<file path="src/rtl/mem_bank_arbiter_if.sv">
// Requester-side and bank-side signals of one memory-bank arbiter.
// The arbiter takes the slave view; requesters plus the bank take the master view.
interface mem_bank_arbiter_if #(
    parameter int ADDR_W  = 8,
    parameter int DATA_W  = 8,
    parameter int NUM_REQ = 4
);
    logic [NUM_REQ-1:0]        Req;
    logic [NUM_REQ-1:0]        Wr;
    logic [NUM_REQ*ADDR_W-1:0] ReqAddr;
    logic [NUM_REQ*DATA_W-1:0] ReqWData;
    logic [NUM_REQ-1:0]        Ack;
    logic [DATA_W-1:0]         RdData;
    logic [NUM_REQ-1:0]        Grant;
    logic                      Busy;
    logic [ADDR_W-1:0]         Address;
    logic [DATA_W-1:0]         WriteData;
    logic                      MemWrite;
    logic                      MemRead;
    logic [DATA_W-1:0]         ReadData;

    modport slave (
        input  Req, Wr, ReqAddr, ReqWData, ReadData,
        output Ack, RdData, Grant, Busy, Address, WriteData, MemWrite, MemRead
    );

    modport master (
        output Req, Wr, ReqAddr, ReqWData, ReadData,
        input  Ack, RdData, Grant, Busy, Address, WriteData, MemWrite, MemRead
    );
endinterface

</file>
<file path="src/rtl/mem_bank_arbiter.sv">
// Four-way arbiter serialising single-byte accesses onto one 256x8 bank (IDLE/ACCESS/ACK).
// Define ARB_FIXED_PRI_EN for fixed priority (requester 0 highest); default is round-robin.
module mem_bank_arbiter #(
    parameter int ADDR_W  = 8,
    parameter int DATA_W  = 8,
    parameter int NUM_REQ = 4
) (
    input  logic                 Clk,
    input  logic                 Reset,
    mem_bank_arbiter_if.slave    bus
);
    localparam int PTR_W = $clog2(NUM_REQ);

    typedef enum logic [1:0] {IDLE, ACCESS, ACK} state_t;

    state_t                           state;
    logic [PTR_W-1:0]                 gidx;
    logic [NUM_REQ-1:0]               grant_q, ack_q;
    logic                             busy_q, mw_q, mr_q;
    logic [ADDR_W-1:0]                addr_q;
    logic [DATA_W-1:0]                wdata_q, rd_q;

    logic [NUM_REQ-1:0][ADDR_W-1:0]   req_addr;
    logic [NUM_REQ-1:0][DATA_W-1:0]   req_wdata;
    logic [PTR_W-1:0]                 base, win;
    logic                             win_vld;

    for (genvar i = 0; i < NUM_REQ; i++) begin : g_unpack
        assign req_addr[i]  = bus.ReqAddr[i*ADDR_W +: ADDR_W];
        assign req_wdata[i] = bus.ReqWData[i*DATA_W +: DATA_W];
    end

`ifdef ARB_FIXED_PRI_EN
    assign base = '0;
`else
    logic [PTR_W-1:0] ptr;
    // Pointer moves past the last owner once its access completes.
    always_ff @(posedge Clk) begin
        if (Reset)
            ptr <= '0;
        else if (state == ACK)
            ptr <= gidx + 1'b1;
    end
    assign base = ptr;
`endif

    // Highest offset first so the requester nearest to base overrides.
    always_comb begin
        logic [PTR_W-1:0] idx;
        win     = '0;
        win_vld = 1'b0;
        idx     = '0;
        for (int k = NUM_REQ-1; k >= 0; k--) begin
            idx = base + PTR_W'(k);
            if (bus.Req[idx]) begin
                win     = idx;
                win_vld = 1'b1;
            end
        end
    end

    always_ff @(posedge Clk) begin
        if (Reset) begin
            state   <= IDLE;
            gidx    <= '0;
            grant_q <= '0;
            ack_q   <= '0;
            busy_q  <= 1'b0;
            mw_q    <= 1'b0;
            mr_q    <= 1'b0;
            addr_q  <= '0;
            wdata_q <= '0;
            rd_q    <= '0;
        end else begin
            case (state)
                IDLE: begin
                    ack_q <= '0;
                    if (win_vld) begin
                        gidx    <= win;
                        grant_q <= NUM_REQ'(1) << win;
                        addr_q  <= req_addr[win];
                        wdata_q <= req_wdata[win];
                        mw_q    <= bus.Wr[win];
                        mr_q    <= ~bus.Wr[win];
                        busy_q  <= 1'b1;
                        state   <= ACCESS;
                    end
                end
                ACCESS: begin
                    if (mr_q)
                        rd_q <= bus.ReadData;
                    mw_q  <= 1'b0;
                    mr_q  <= 1'b0;
                    ack_q <= grant_q;
                    state <= ACK;
                end
                ACK: begin
                    ack_q   <= '0;
                    grant_q <= '0;
                    busy_q  <= 1'b0;
                    state   <= IDLE;
                end
                default: state <= IDLE;
            endcase
        end
    end

    assign bus.Ack       = ack_q;
    assign bus.Grant     = grant_q;
    assign bus.Busy      = busy_q;
    assign bus.RdData    = rd_q;
    assign bus.Address   = addr_q;
    assign bus.WriteData = wdata_q;
    // Enables are masked by Reset so an abandoned write never reaches the bank.
    assign bus.MemWrite  = mw_q & ~Reset;
    assign bus.MemRead   = mr_q & ~Reset;
endmodule

</file>
<file path="src/flat_wrapper.sv">
// flat-port wrapper written by rule: the top's interface ports become plain ports
module mem_bank_arbiter_flat 
#(
    parameter int ADDR_W  = 8,
    parameter int DATA_W  = 8,
    parameter int NUM_REQ = 4
)
  (Clk, Reset, bus_Req, bus_Wr, bus_ReqAddr, bus_ReqWData, bus_ReadData, bus_Ack, bus_RdData, bus_Grant, bus_Busy, bus_Address, bus_WriteData, bus_MemWrite, bus_MemRead);
  mem_bank_arbiter_if #(.ADDR_W(ADDR_W), .DATA_W(DATA_W), .NUM_REQ(NUM_REQ)) bus_i ();
  input  logic Clk;
  input  logic Reset;
  input wire logic [$bits(bus_i.Req)-1:0] bus_Req;
  input wire logic [$bits(bus_i.Wr)-1:0] bus_Wr;
  input wire logic [$bits(bus_i.ReqAddr)-1:0] bus_ReqAddr;
  input wire logic [$bits(bus_i.ReqWData)-1:0] bus_ReqWData;
  input wire logic [$bits(bus_i.ReadData)-1:0] bus_ReadData;
  output wire logic [$bits(bus_i.Ack)-1:0] bus_Ack;
  output wire logic [$bits(bus_i.RdData)-1:0] bus_RdData;
  output wire logic [$bits(bus_i.Grant)-1:0] bus_Grant;
  output wire logic [$bits(bus_i.Busy)-1:0] bus_Busy;
  output wire logic [$bits(bus_i.Address)-1:0] bus_Address;
  output wire logic [$bits(bus_i.WriteData)-1:0] bus_WriteData;
  output wire logic [$bits(bus_i.MemWrite)-1:0] bus_MemWrite;
  output wire logic [$bits(bus_i.MemRead)-1:0] bus_MemRead;
  assign bus_i.Req = bus_Req;
  assign bus_i.Wr = bus_Wr;
  assign bus_i.ReqAddr = bus_ReqAddr;
  assign bus_i.ReqWData = bus_ReqWData;
  assign bus_i.ReadData = bus_ReadData;
  assign bus_Ack = bus_i.Ack;
  assign bus_RdData = bus_i.RdData;
  assign bus_Grant = bus_i.Grant;
  assign bus_Busy = bus_i.Busy;
  assign bus_Address = bus_i.Address;
  assign bus_WriteData = bus_i.WriteData;
  assign bus_MemWrite = bus_i.MemWrite;
  assign bus_MemRead = bus_i.MemRead;
  mem_bank_arbiter #(.ADDR_W(ADDR_W), .DATA_W(DATA_W), .NUM_REQ(NUM_REQ)) u_core (.Clk(Clk), .Reset(Reset), .bus(bus_i));
endmodule
</file>
<file path="config.mk">
export PLATFORM = sky130hd
export DESIGN_NAME = mem_bank_arbiter_flat
export DESIGN_NICKNAME = d
export VERILOG_FILES = /design/src/rtl/mem_bank_arbiter_if.sv /design/src/rtl/mem_bank_arbiter.sv /design/src/flat_wrapper.sv
export SDC_FILE = /design/constraint.sdc
export NUM_CORES = 1
export LEC_CHECK = 0
export ABC_AREA = 1
export ABC_CLOCK_PERIOD_IN_PS = 1900
export CAP_MARGIN = 20
export CORE_ASPECT_RATIO = 1.75
export CORE_MARGIN = 4
export CORE_UTILIZATION = 36
export DETAILED_ROUTE_END_ITERATION = 8
export PLACE_DENSITY = 0.77
export SLEW_MARGIN = 20
export SYNTH_ARGS = -nofsm -noshare
export SYNTH_HDL_FRONTEND = slang
export SYNTH_SLANG_ARGS = --single-unit
</file>
<file path="constraint.sdc">
create_clock -name Clk -period 1.9 [get_ports Clk]
set_clock_uncertainty 0.1 [all_clocks]
set_input_delay 0.285 -clock Clk [delete_from_list [all_inputs] [get_ports Clk]]
set_output_delay 0.285 -clock Clk [all_outputs]
set_load 0.01 [all_outputs]
</file>
# --- Word-level counts from Yosys, hierarchy flattened ---
# Cells that the tools add are included.
word_totals:
  register_bits: 41
  latchBits: 0
  ramBits: 0
  romBits: 0
  inputBits: 82
  out_inout_bits: 35
  wordCells: 70
  memories: 0
classes:
  add_sub_neg: 4
  mul: 0
  div_mod_pow: 0
  order_cmp: 5
  eq_ne: 3
  shifts: 1
  muxes: 33
  bitwise_logic: 4
  reduce_logical: 9
op_table:
  columns: ["op", "count"]
  rows:
  - ["$bmux W8 S2", 2]
  - ["$mux W8", 2]
  - ["$pmux W4 S2", 2]
  - ["$lt A2 B3 Y1 const B", 5]
  - ["$mux W1", 12]
  - ["$bmux W1 S2", 5]
  - ["$mux W2", 5]
  - ["$reduce_and A2 Y1", 4]
  - ["$pmux W1 S2", 3]
  - ["$reduce_bool A2 Y1", 3]
  - ["$add A2 B1 Y2 const B", 2]
  - ["$add A2 B2 Y2 const B", 2]
  - ["$mux W4", 1]
  - ["$pmux W2 S2", 1]
  - ["$shl A1 B2 Y4 const A", 1]
  - ["$and A1 B1 Y1", 2]
  - ["$eq A2 B1 Y1 const B", 1]
  - ["$eq A2 B2 Y1 const B", 1]
  - ["$logic_not A2 Y1", 1]
  - ["$ne A2 B1 Y1 const B", 1]
  - ["$not A1 Y1", 2]
  - ["$reduce_or A2 Y1", 1]

# --- Logic depth before layout (Yosys ltp) ---
# Gate-level depths: netlist of the first run.
depth:
  depth_word: 12
  mapped_depth: 16
  depth_no_buf: 15

# --- Worst setup path before layout of the first run ---
# No wires, ideal clock.
synth_timing:
  path_type: "register -> register"
  startpoint: "register u_core.ptr[0] (netlist: u_core.base[0])"
  endpoint: "register u_core.wdata_q[1] (netlist: u_core.bus.WriteData[1])"
  setup_time_ns: 0.117
  arrival_ns: 1.641
  required_ns: 1.683
  slack_ns: 0.042
  path_stages_with_launch: 14
  n_path_buf: 2
  period_less_slack_ns: 1.858
  cell_sequence: "dfxtp_1 -> buf_6 -> nand2_1 -> nand3_1 -> nand3_1 -> nor2_4 -> nand3b_1 -> nand2_1 -> inv_2 -> nand2_4 -> inv_2 -> buf_2 -> o21ai_0 -> nor2_1"
synth_between:
  elab_chain_len: 9
  elab_cells_between_ends: 22
  cone_classes: "add/sub: 3; mux: 18; reduce/logical: 1"
synth_lines:
  columns: ["element", "line", "source"]
  rows:
  - ["from (decl)", "mem_bank_arbiter.sv:36", "logic [PTR_W-1:0] ptr;"]
  - ["from (signal assigned)", "mem_bank_arbiter.sv:42", "ptr <= gidx + 1'b1;"]
  - ["$add A2 B2 Y2", "mem_bank_arbiter.sv:54", "idx = base + PTR_W'(k);"]
  - ["$bmux W1 S2", "mem_bank_arbiter.sv:55", "if (bus.Req[idx]) begin"]
  - ["$mux W1 (not written as such)", "mem_bank_arbiter.sv:55", null]
  - ["$mux W2 (4 in series)", "mem_bank_arbiter.sv:55", null]
  - ["$bmux W8 S2", "mem_bank_arbiter.sv:82", "wdata_q <= req_wdata[win];"]
  - ["$mux W8 (not written as such)", "mem_bank_arbiter.sv:82", null]
  - ["to (signal assigned)", "mem_bank_arbiter.sv:82", null]
  - ["to (decl)", "mem_bank_arbiter.sv:21", "logic [DATA_W-1:0] wdata_q, rd_q;"]
# Parallel ways exist; a longest one is shown, timed or not. The select of a mux whose other input is x is not followed.
# A chain may end at the register's enable or synchronous reset.

# --- Worst setup path after layout of the first run ---
layout_timing:
  startpoint: "register u_core.ptr[0] (netlist: u_core.base[0])"
  endpoint: "register u_core.wdata_q[5] (netlist: u_core.bus.WriteData[5])"
# The elaborated chain is that of the path after synthesis.

==> results by group, run 1 <==
Synthesis
  – Number of nets produced by synthesis: about 430
  – Share of the synthesized area in the top cell type: 0.369
  – Synthesis warning total: 0
  – Average footprint of a synthesized cell: between 6 and 7 um2
  – Summed instance area of the synthesized netlist: about 0.0022 mm2
  – Distinct cells, synth: 25
  – Fraction of the yosys area taken by sequential cells: 0.369
  – Largest cells by area after synthesis: sky130_fd_sc_hd__dfxtp_1 37%, sky130_fd_sc_hd__nand2_1 20%, sky130_fd_sc_hd__nand3_1 8.1%
  – Count of mapped cells out of synthesis: ~340
  – Post-synthesis sequential element count: just over 40
  – Yosys top cell by area: sky130_fd_sc_hd__dfxtp_1

Timing
  – Setup Viol. Count Final: 22
  – Shortest clock period the worst path allows after layout: around 2000 ps
  – Count of final max-slew check failures: 0
  – RSZ-0062 raised after global routing: true
  – Total count of hold-check failures in the final report: 0
  – Crit share post-route: 1.06
  – Slew Limit Headroom: 0.747
  – Setup tns final: -1640 ps
  – Upper clock frequency limit: between 0.4 and 0.5 GHz
  – Slew at the pin closest to its max-slew limit: 378 ps
  – Worst setup margin: -123 ps

Pwr
  – Maximum vdd drop: about 0.00055 V
  – Pwr per Cell Area: 854 mW/mm2
  – Total power: 3.61 mW
  – Standby leakage power: 1.81 nW

Floorplanning
  – Floorplan die width: a little under 70 um
  – Die Y-Extent: around 110 um
  – # rows: 37
  – I/O Pins: roughly 120
  – Initial standard-cell utilization of the core: 0.375
  – Area of the core: between 0.005 and 0.006 mm2
  – Floorplan die area: approximately 0.0075 mm2

Placement
  – Count of buffers inserted at the top-level ports: roughly 120
  – Pre-CTS setup slack: -490 ps
  – HPWL Detailed: 5.62 mm
  – Final weighted congestion in routability-driven placement: around 0.85

Drt
  – Routed via count divided by cell count: slightly below 5
  – First DRT Iteration DRCs: 150
  – Total wirelength of the detailed-routed design: a little over 8 mm
  – Total DRC errors in the routed layout: 0
  – Remaining antenna violation count: 0
  – TritonRoute pass-1 iters: 4
  – Via count: ~2.7k
  – Routed length per placed instance: 14.4 um

Clock tree
  – Number of buffers created by CTS: 5
  – Post-CTS Hold Buffers: 0
  – CTS sink cnt: between 40 and 50
  – Clk slew on worst S/H paths: around 90 ps
  – Clock tree root buffer cell: sky130_fd_sc_hd__clkbuf_8
  – Clock latency reported for the late side of the worst-skew pair: 290 ps
  – H-tree Lvls: 2
  – Max Buffers Root-to-Sink: 2
  – CTS tree: yes

Layout
  – Area occupied by multi-input gates: about 0.0015 mm2
  – Filler Cells Inserted: slightly above 500
  – Final core utilization: 0.713
  – Layout Nets: approximately 570
  – Reg area: roughly 830 um2
  – Diodes inserted: 0
  – Fraction of layout cells with a size suffix above 1: 0.246
  – Area grow syn2layout: 90.0%

GRT
  – Via count of the first global-routing pass: roughly 2.8k
  – Antenna violations before repair: 0
  – Global route total overflow: 0
  – Global-route wire length before repair: approximately 12 mm
  – Global routing usage summed across all routing layers: 0.203
  – Largest net degree at the start of global routing: 23

Critical path
  – Kind of critical path: flop to flop
  – Most prevalent standard cell on the critical path: sky130_fd_sc_hd__nand2_4
  – Critical Path End Type: flop
  – Worst flop-to-flop path endpoint: u_core.bus.WriteData[5]
  – WP data arrival: 2120 ps
  – List of cells traversed by the critical path: buf_6 > nand2_1 > nand2_2 > nand2_4 > nand2_4 > nor2_4 > nand3b_1 > nand2_1 > inv_2 > nand2_4 > inv_6 > clkbuf_16 > o21ai_0 > nor2_1
  – R2r setup slk: -120 ps
  – Delay of the slowest cell on the worst path: between 300 and 400 ps
  – Critical Path Fanout Max: 11
  – Launch point of the critical path: u_core.base[0]
  – Required arrival time at the worst endpoint: roughly 2000 ps
  – CP Launch Type: flop
  – Critical Path Slowest Stage Cell: sky130_fd_sc_hd__dfxtp_4
  – FF-to-FF Start: u_core.base[0]
  – Cell count of the worst reg-to-reg path: 14

Worst hold path
  – Worst hold path depth: 2
  – Worst Hold Path EP: u_core.bus.RdData[7]
  – Class of the tightest hold or removal check: flop to flop
  – Source of the worst hold timing path: u_core.bus.RdData[7]

Run status
  – Violations in the final reports: negative setup slack
  – Result of the run: finished with violations

Run
  – Count of max-cap constraint violations: 0
[what timing repair did]
action                                 4_1_cts  5_1_grt
buffers inserted                             8        6
gates cloned                                 1        2
resized for setup                           29       79
endpoints found under the hold margin        0        0
setup endpoints to repair                   26       24
pin swaps                                    6       24
[synthesized netlist by cell type]
cell type / n
sky130_fd_sc_hd__a32o_1: 1
sky130_fd_sc_hd__clkinv_1: 1
sky130_fd_sc_hd__buf_2: 3
sky130_fd_sc_hd__xnor2_1: 2
sky130_fd_sc_hd__nor3_1: 2
sky130_fd_sc_hd__nand2_2: 3
sky130_fd_sc_hd__nand3_1: 36
sky130_fd_sc_hd__a21oi_1: 13
sky130_fd_sc_hd__nand3b_1: 2
sky130_fd_sc_hd__clkbuf_2: 1
sky130_fd_sc_hd__nand2_1: 119
sky130_fd_sc_hd__nand3_2: 2
sky130_fd_sc_hd__dfxtp_1: 41
sky130_fd_sc_hd__buf_6: 4
sky130_fd_sc_hd__nor2_4: 4
sky130_fd_sc_hd__nor2_1: 43
sky130_fd_sc_hd__inv_1: 21
sky130_fd_sc_hd__o21ai_1: 2
sky130_fd_sc_hd__o21ai_0: 26
sky130_fd_sc_hd__clkbuf_1: 6
sky130_fd_sc_hd__nor2_8: 2
sky130_fd_sc_hd__nand2_4: 3
sky130_fd_sc_hd__inv_4: 1
sky130_fd_sc_hd__inv_2: 4
sky130_fd_sc_hd__o21a_1: 1
[per-layer routing]
layer / vias up / share of wire / track usage
li1: 1384 / - / -
met1: 1240 / 0.33 / 0.190
met2: 102 / 0.59 / 0.399
met3: 20 / 0.046 / 0.0242
met4: 0 / 0.034 / 0.102
met5: - / 0 / 0
[placed cells by master, fill, tap and decap left out, types with 2 or more instances in the layout]
cell / count
sky130_fd_sc_hd__buf_12: 6
sky130_fd_sc_hd__nor2_4: 8
sky130_fd_sc_hd__nor2_1: 35
sky130_fd_sc_hd__nand3b_1: 2
sky130_fd_sc_hd__nand3_4: 4
sky130_fd_sc_hd__nand2_4: 11
sky130_fd_sc_hd__nand3_2: 11
sky130_fd_sc_hd__xnor2_1: 2
sky130_fd_sc_hd__o21ai_1: 16
sky130_fd_sc_hd__buf_4: 22
sky130_fd_sc_hd__dfxtp_4: 2
sky130_fd_sc_hd__clkdlybuf4s50_1: 115
sky130_fd_sc_hd__nor2_2: 5
sky130_fd_sc_hd__nand2_1: 96
sky130_fd_sc_hd__buf_6: 7
sky130_fd_sc_hd__inv_1: 17
sky130_fd_sc_hd__nor2_8: 2
sky130_fd_sc_hd__nand3_1: 23
sky130_fd_sc_hd__inv_2: 7
sky130_fd_sc_hd__o21ai_2: 3
sky130_fd_sc_hd__clkbuf_8: 5
sky130_fd_sc_hd__nor3_1: 2
sky130_fd_sc_hd__o21ai_0: 8
sky130_fd_sc_hd__clkbuf_16: 2
sky130_fd_sc_hd__a21oi_1: 12
sky130_fd_sc_hd__nand2_2: 17
sky130_fd_sc_hd__dfxtp_1: 39
[layout make-up]
cell class	instances	area share
clock buffers	5	0.0163
clock inverters	3	0.0110
inverters	27	0.0275
flip-flops and latches	41	0.196
well taps	78	0.0231
multi-input cells	262	0.353
repair buffers	153	0.373
[state kept, by name (all words and copies together), names as in the netlist, 2 cells and up]
| signal | flops |
|---|---|
| u_core.bus.Address | 8 |
| u_core.bus.RdData | 8 |
| u_core.bus.WriteData | 8 |
| u_core.bus.Ack | 4 |
| u_core.bus.Grant | 4 |
| u_core.base | 2 |
| u_core.gidx | 2 |
| u_core.state | 2 |
[kinds of logic (layout without fill, tap and decap cells)]
| logic type | Yosys count | after routing | synth area share |
|---|---|---|---|
| and+or+nand+nor | 216 | 217 | 0.437 |
| DFF | 41 | 41 | 0.369 |
| buffers and inverters | 41 | 188 | 0.0861 |
| AOI/OAI and AO/OA | 43 | 43 | 0.100 |
| xor gates and xnor gates | 2 | 2 | 0.00788 |
[per-stage QoR]
step           std cells  cell area, um2  hold WS [ps]
2_1_floorplan        343            2220           346
4_1_cts              562            3880           365
3_5_place_dp         545            3600           352
6_report             569            4230           363
3_3_place_gp         545            3600           348
5_1_grt              569            4230           377
[worst max-delay path by stage]
stage	endpoint	slack (ps)	cells after the start
detailed placement	u_core.bus.WriteData[5]	-490	13
global route	u_core.bus.WriteData[5]	-230	14
finish	u_core.bus.WriteData[5]	-120	14
global placement	u_core.bus.WriteData[6]	-410	13
CTS	u_core.bus.WriteData[6]	-50	14
floorplan	u_core.bus.WriteData[1]	40	13
[worst max-delay path, delay by kind of cell (launching register included)]
kind                   cells  cell delay [ps]
AND/OR/NAND/NOR            9              850
buffers and inverters      4              420
flip-flops                 1              380
AO/OA/AOI/OAI              1              150
[report_power, final]
part	internal (mW)	switching, mW	leakage [nW]
clock	0.393	0.323	0.0543
sequential	0.989	0.0879	0.338
combinational	0.921	0.895	1.42
total	2.30	1.31	1.81
No activity file was read; power rests on OpenSTA's default activity.
==> run 2: changes to the inputs <==
--- a/config.mk
+++ b/config.mk
@@ -12,6 +12,7 @@
 export CORE_MARGIN = 4
 export CORE_UTILIZATION = 36
 export DETAILED_ROUTE_END_ITERATION = 8
+export HOLD_SLACK_MARGIN = 0.03
 export PLACE_DENSITY = 0.77
 export SLEW_MARGIN = 20
 export SYNTH_ARGS = -nofsm -noshare
==> results of run 2 <==
No change in the layout: final DEF, timing and power equal those of run 1.
==> run 3: changes to the inputs <==
--- a/config.mk
+++ b/config.mk
@@ -13,6 +13,7 @@
 export CORE_UTILIZATION = 36
 export DETAILED_ROUTE_END_ITERATION = 8
 export HOLD_SLACK_MARGIN = 0.03
+export MAX_ROUTING_LAYER = met4
 export PLACE_DENSITY = 0.77
 export SLEW_MARGIN = 20
 export SYNTH_ARGS = -nofsm -noshare
==> run 3 against run 2 <==
  * Clock power fell by 0.7%
  * The run still ends with negative setup slack left
  * Worst setup slack improved by 15 ps
  * First-iteration DRC count is 21% lower
  * Fmax increased by 0.76%
  * Non-clock buffer count is the same
  * Via count is the same
  * Design area shrank 0.36%
  * Die area unchanged
  * Worst hold slack about the same
  * Routed wire length down 0.52%
  * Register-to-register slack better by 20 ps
==> results by group, run 3 (synthesis results as in run 1) <==
Timing
  – Setup Viol. Count Final: 22
  – Worst setup margin: -107 ps
  – Slew Limit Headroom: 0.747
  – Shortest clock period the worst path allows after layout: 2010 ps
  – Setup tns final: -1640 ps
  – Upper clock frequency limit: between 0.4 and 0.5 GHz
  – Crit share post-route: 1.06
  – Slew at the pin closest to its max-slew limit: ~380 ps
  – Count of final max-slew check failures: 0
  – Total count of hold-check failures in the final report: 0
  – RSZ-0062 raised after global routing: true

Run status
  – Violations in the final reports: negative setup slack
  – Result of the run: finished with violations

Layout
  – Area grow syn2layout: 89.4%
  – Most frequent cells in the layout: 115 x sky130_fd_sc_hd__clkdlybuf4s50_1, 94 x sky130_fd_sc_hd__nand2_1, 39 x sky130_fd_sc_hd__dfxtp_1
  – Diodes inserted: 0
  – Most frequent standard cell in the layout excluding fill and tap cells: sky130_fd_sc_hd__clkdlybuf4s50_1
  – Fraction of layout cells with a size suffix above 1: 0.244
  – Layout Nets: between 500 and 600
  – Final instance area: 0.00421 mm2

Critical path
  – Critical Path End Type: flop
  – Critical Path Fanout Max: 8
  – FF-to-FF Start: u_core.base[0]
  – Launch point of the critical path: u_core.base[0]
  – Required arrival time at the worst endpoint: 1990 ps
  – WP data arrival: between 2000 and 2500 ps
  – CP Launch Type: flop
  – Kind of critical path: flop to flop

Clock tree
  – Clock latency reported for the late side of the worst-skew pair: about 290 ps
  – H-tree Lvls: 2
  – Clk slew on worst S/H paths: 80 ps
  – Number of buffers created by CTS: 5
  – CTS tree: yes
  – Max Buffers Root-to-Sink: 2
  – Clock tree root buffer cell: sky130_fd_sc_hd__clkbuf_8
  – Post-CTS Hold Buffers: 0
  – CTS sink cnt: 41

Pwr
  – Pwr per Cell Area: between 800 and 900 mW/mm2
  – Total power: around 3.6 mW
  – Standby leakage power: approximately 1.8 nW
  – Maximum vdd drop: ~0.00055 V

Drt
  – DR WL met2: 4.84 mm
  – Met3 routed wirelength: 370 um
  – Remaining antenna violation count: 0
  – Total wirelength of the detailed-routed design: ~8 mm
  – Met1 Routed Length: between 2 and 3 mm
  – Total DRC errors in the routed layout: 0
  – TritonRoute pass-1 iters: 4
  – First DRT Iteration DRCs: 118
  – Routed length per placed instance: approximately 14 um
  – Via count: between 2k and 3k
  – Top Metal Used: met4
  – Routed via count divided by cell count: just under 5

GRT
  – Global routing usage summed across all routing layers: 0.208
  – Largest net degree at the start of global routing: 23
  – Via count of the first global-routing pass: between 2k and 3k
  – Antenna violations before repair: 0
  – Global-route wire length before repair: about 12 mm
  – Global route total overflow: 0

Floorplanning
  – Initial standard-cell utilization of the core: 0.375
  – Die Y-Extent: between 100 and 150 um
  – # rows: 37
  – Area of the core: between 0.005 and 0.006 mm2
  – I/O Pins: about 120
  – Floorplan die area: between 0.007 and 0.008 mm2
  – Floorplan die width: slightly below 70 um

Placement
  – Final weighted congestion in routability-driven placement: approximately 0.86
  – HPWL Detailed: between 5 and 6 mm
  – Total placed instance area: 0.00360 mm2
  – Pre-CTS setup slack: -490 ps
  – Count of buffers inserted at the top-level ports: between 100 and 150

Worst hold path
  – Class of the tightest hold or removal check: flop to flop
  – Source of the worst hold timing path: u_core.bus.RdData[7]

Run
  – Count of max-cap constraint violations: 0
-- run 3: cell counts in the layout (fill, tap and decap cells not counted) --
Identical to the previous run, type by type.
-- run 3: worst paths after layout --
check / to / slack (ps) / cells past startpoint
max: u_core.bus.WriteData[6] / -110 / 14
min: u_core.bus.RdData[7] / 360 / 2
max reg2reg: u_core.bus.WriteData[6] / -110 / 14
min reg2reg: u_core.bus.RdData[7] / 360 / 2
-- run 3: final cells by class --
class / instances / area (um2)
sequential: 41 / 828
clock buffer: 5 / 68.8
fill: 512 / 1720
clock inverter: 3 / 46.3
multi-input combinational: 262 / 1480
tap: 78 / 97.6
inverter: 27 / 116
timing repair buffer: 153 / 1570
-- run 3: routing by layer --
layer,vias to the layer above,global-route usage
met5,-,-
met4,0,0.102
met3,25,0.0212
met2,106,0.398
met1,1231,0.193
li1,1384,-
-- run 3: repair_timing --
item	CTS	global route
setup endpoints to repair	26	24
setup buffers	8	6
gates resized for setup	29	75
cloned	1	2
pin swaps	6	23
-- run 3: per-stage QoR --
step | cells | utilization | hold WS, ps
final | 569 | 0.711 | 364
after global routing | 569 | 0.711 | 377
after CTS | 562 | 0.655 | 365
after detailed placement | 545 | 0.607 | 352
after global placement | 545 | 0.607 | 348
after floorplan | 343 | - | 346
-- run 3: report_power, final --
part           internal [mW]  total, mW  switching (mW)  leakage (nW)
Clock                  0.393      0.712           0.318        0.0543
Combinational          0.916       1.81           0.890          1.41
Sequential             0.989       1.08          0.0885         0.338
-- run 3: worst max-delay path, cell delays in order (launching register included) --
cell	delay, ps
sky130_fd_sc_hd__dfxtp_4	380
sky130_fd_sc_hd__buf_6	140
sky130_fd_sc_hd__o21ai_4	170
sky130_fd_sc_hd__nand2_1	100
sky130_fd_sc_hd__nand3_2	100
sky130_fd_sc_hd__nor2_4	50
sky130_fd_sc_hd__buf_12	120
sky130_fd_sc_hd__nor2_8	130
sky130_fd_sc_hd__buf_12	120
sky130_fd_sc_hd__nor2_4	50
sky130_fd_sc_hd__clkbuf_16	160
sky130_fd_sc_hd__nand2_2	60
sky130_fd_sc_hd__nand3_2	80
sky130_fd_sc_hd__nor2_2	110
sky130_fd_sc_hd__nor2_1	40
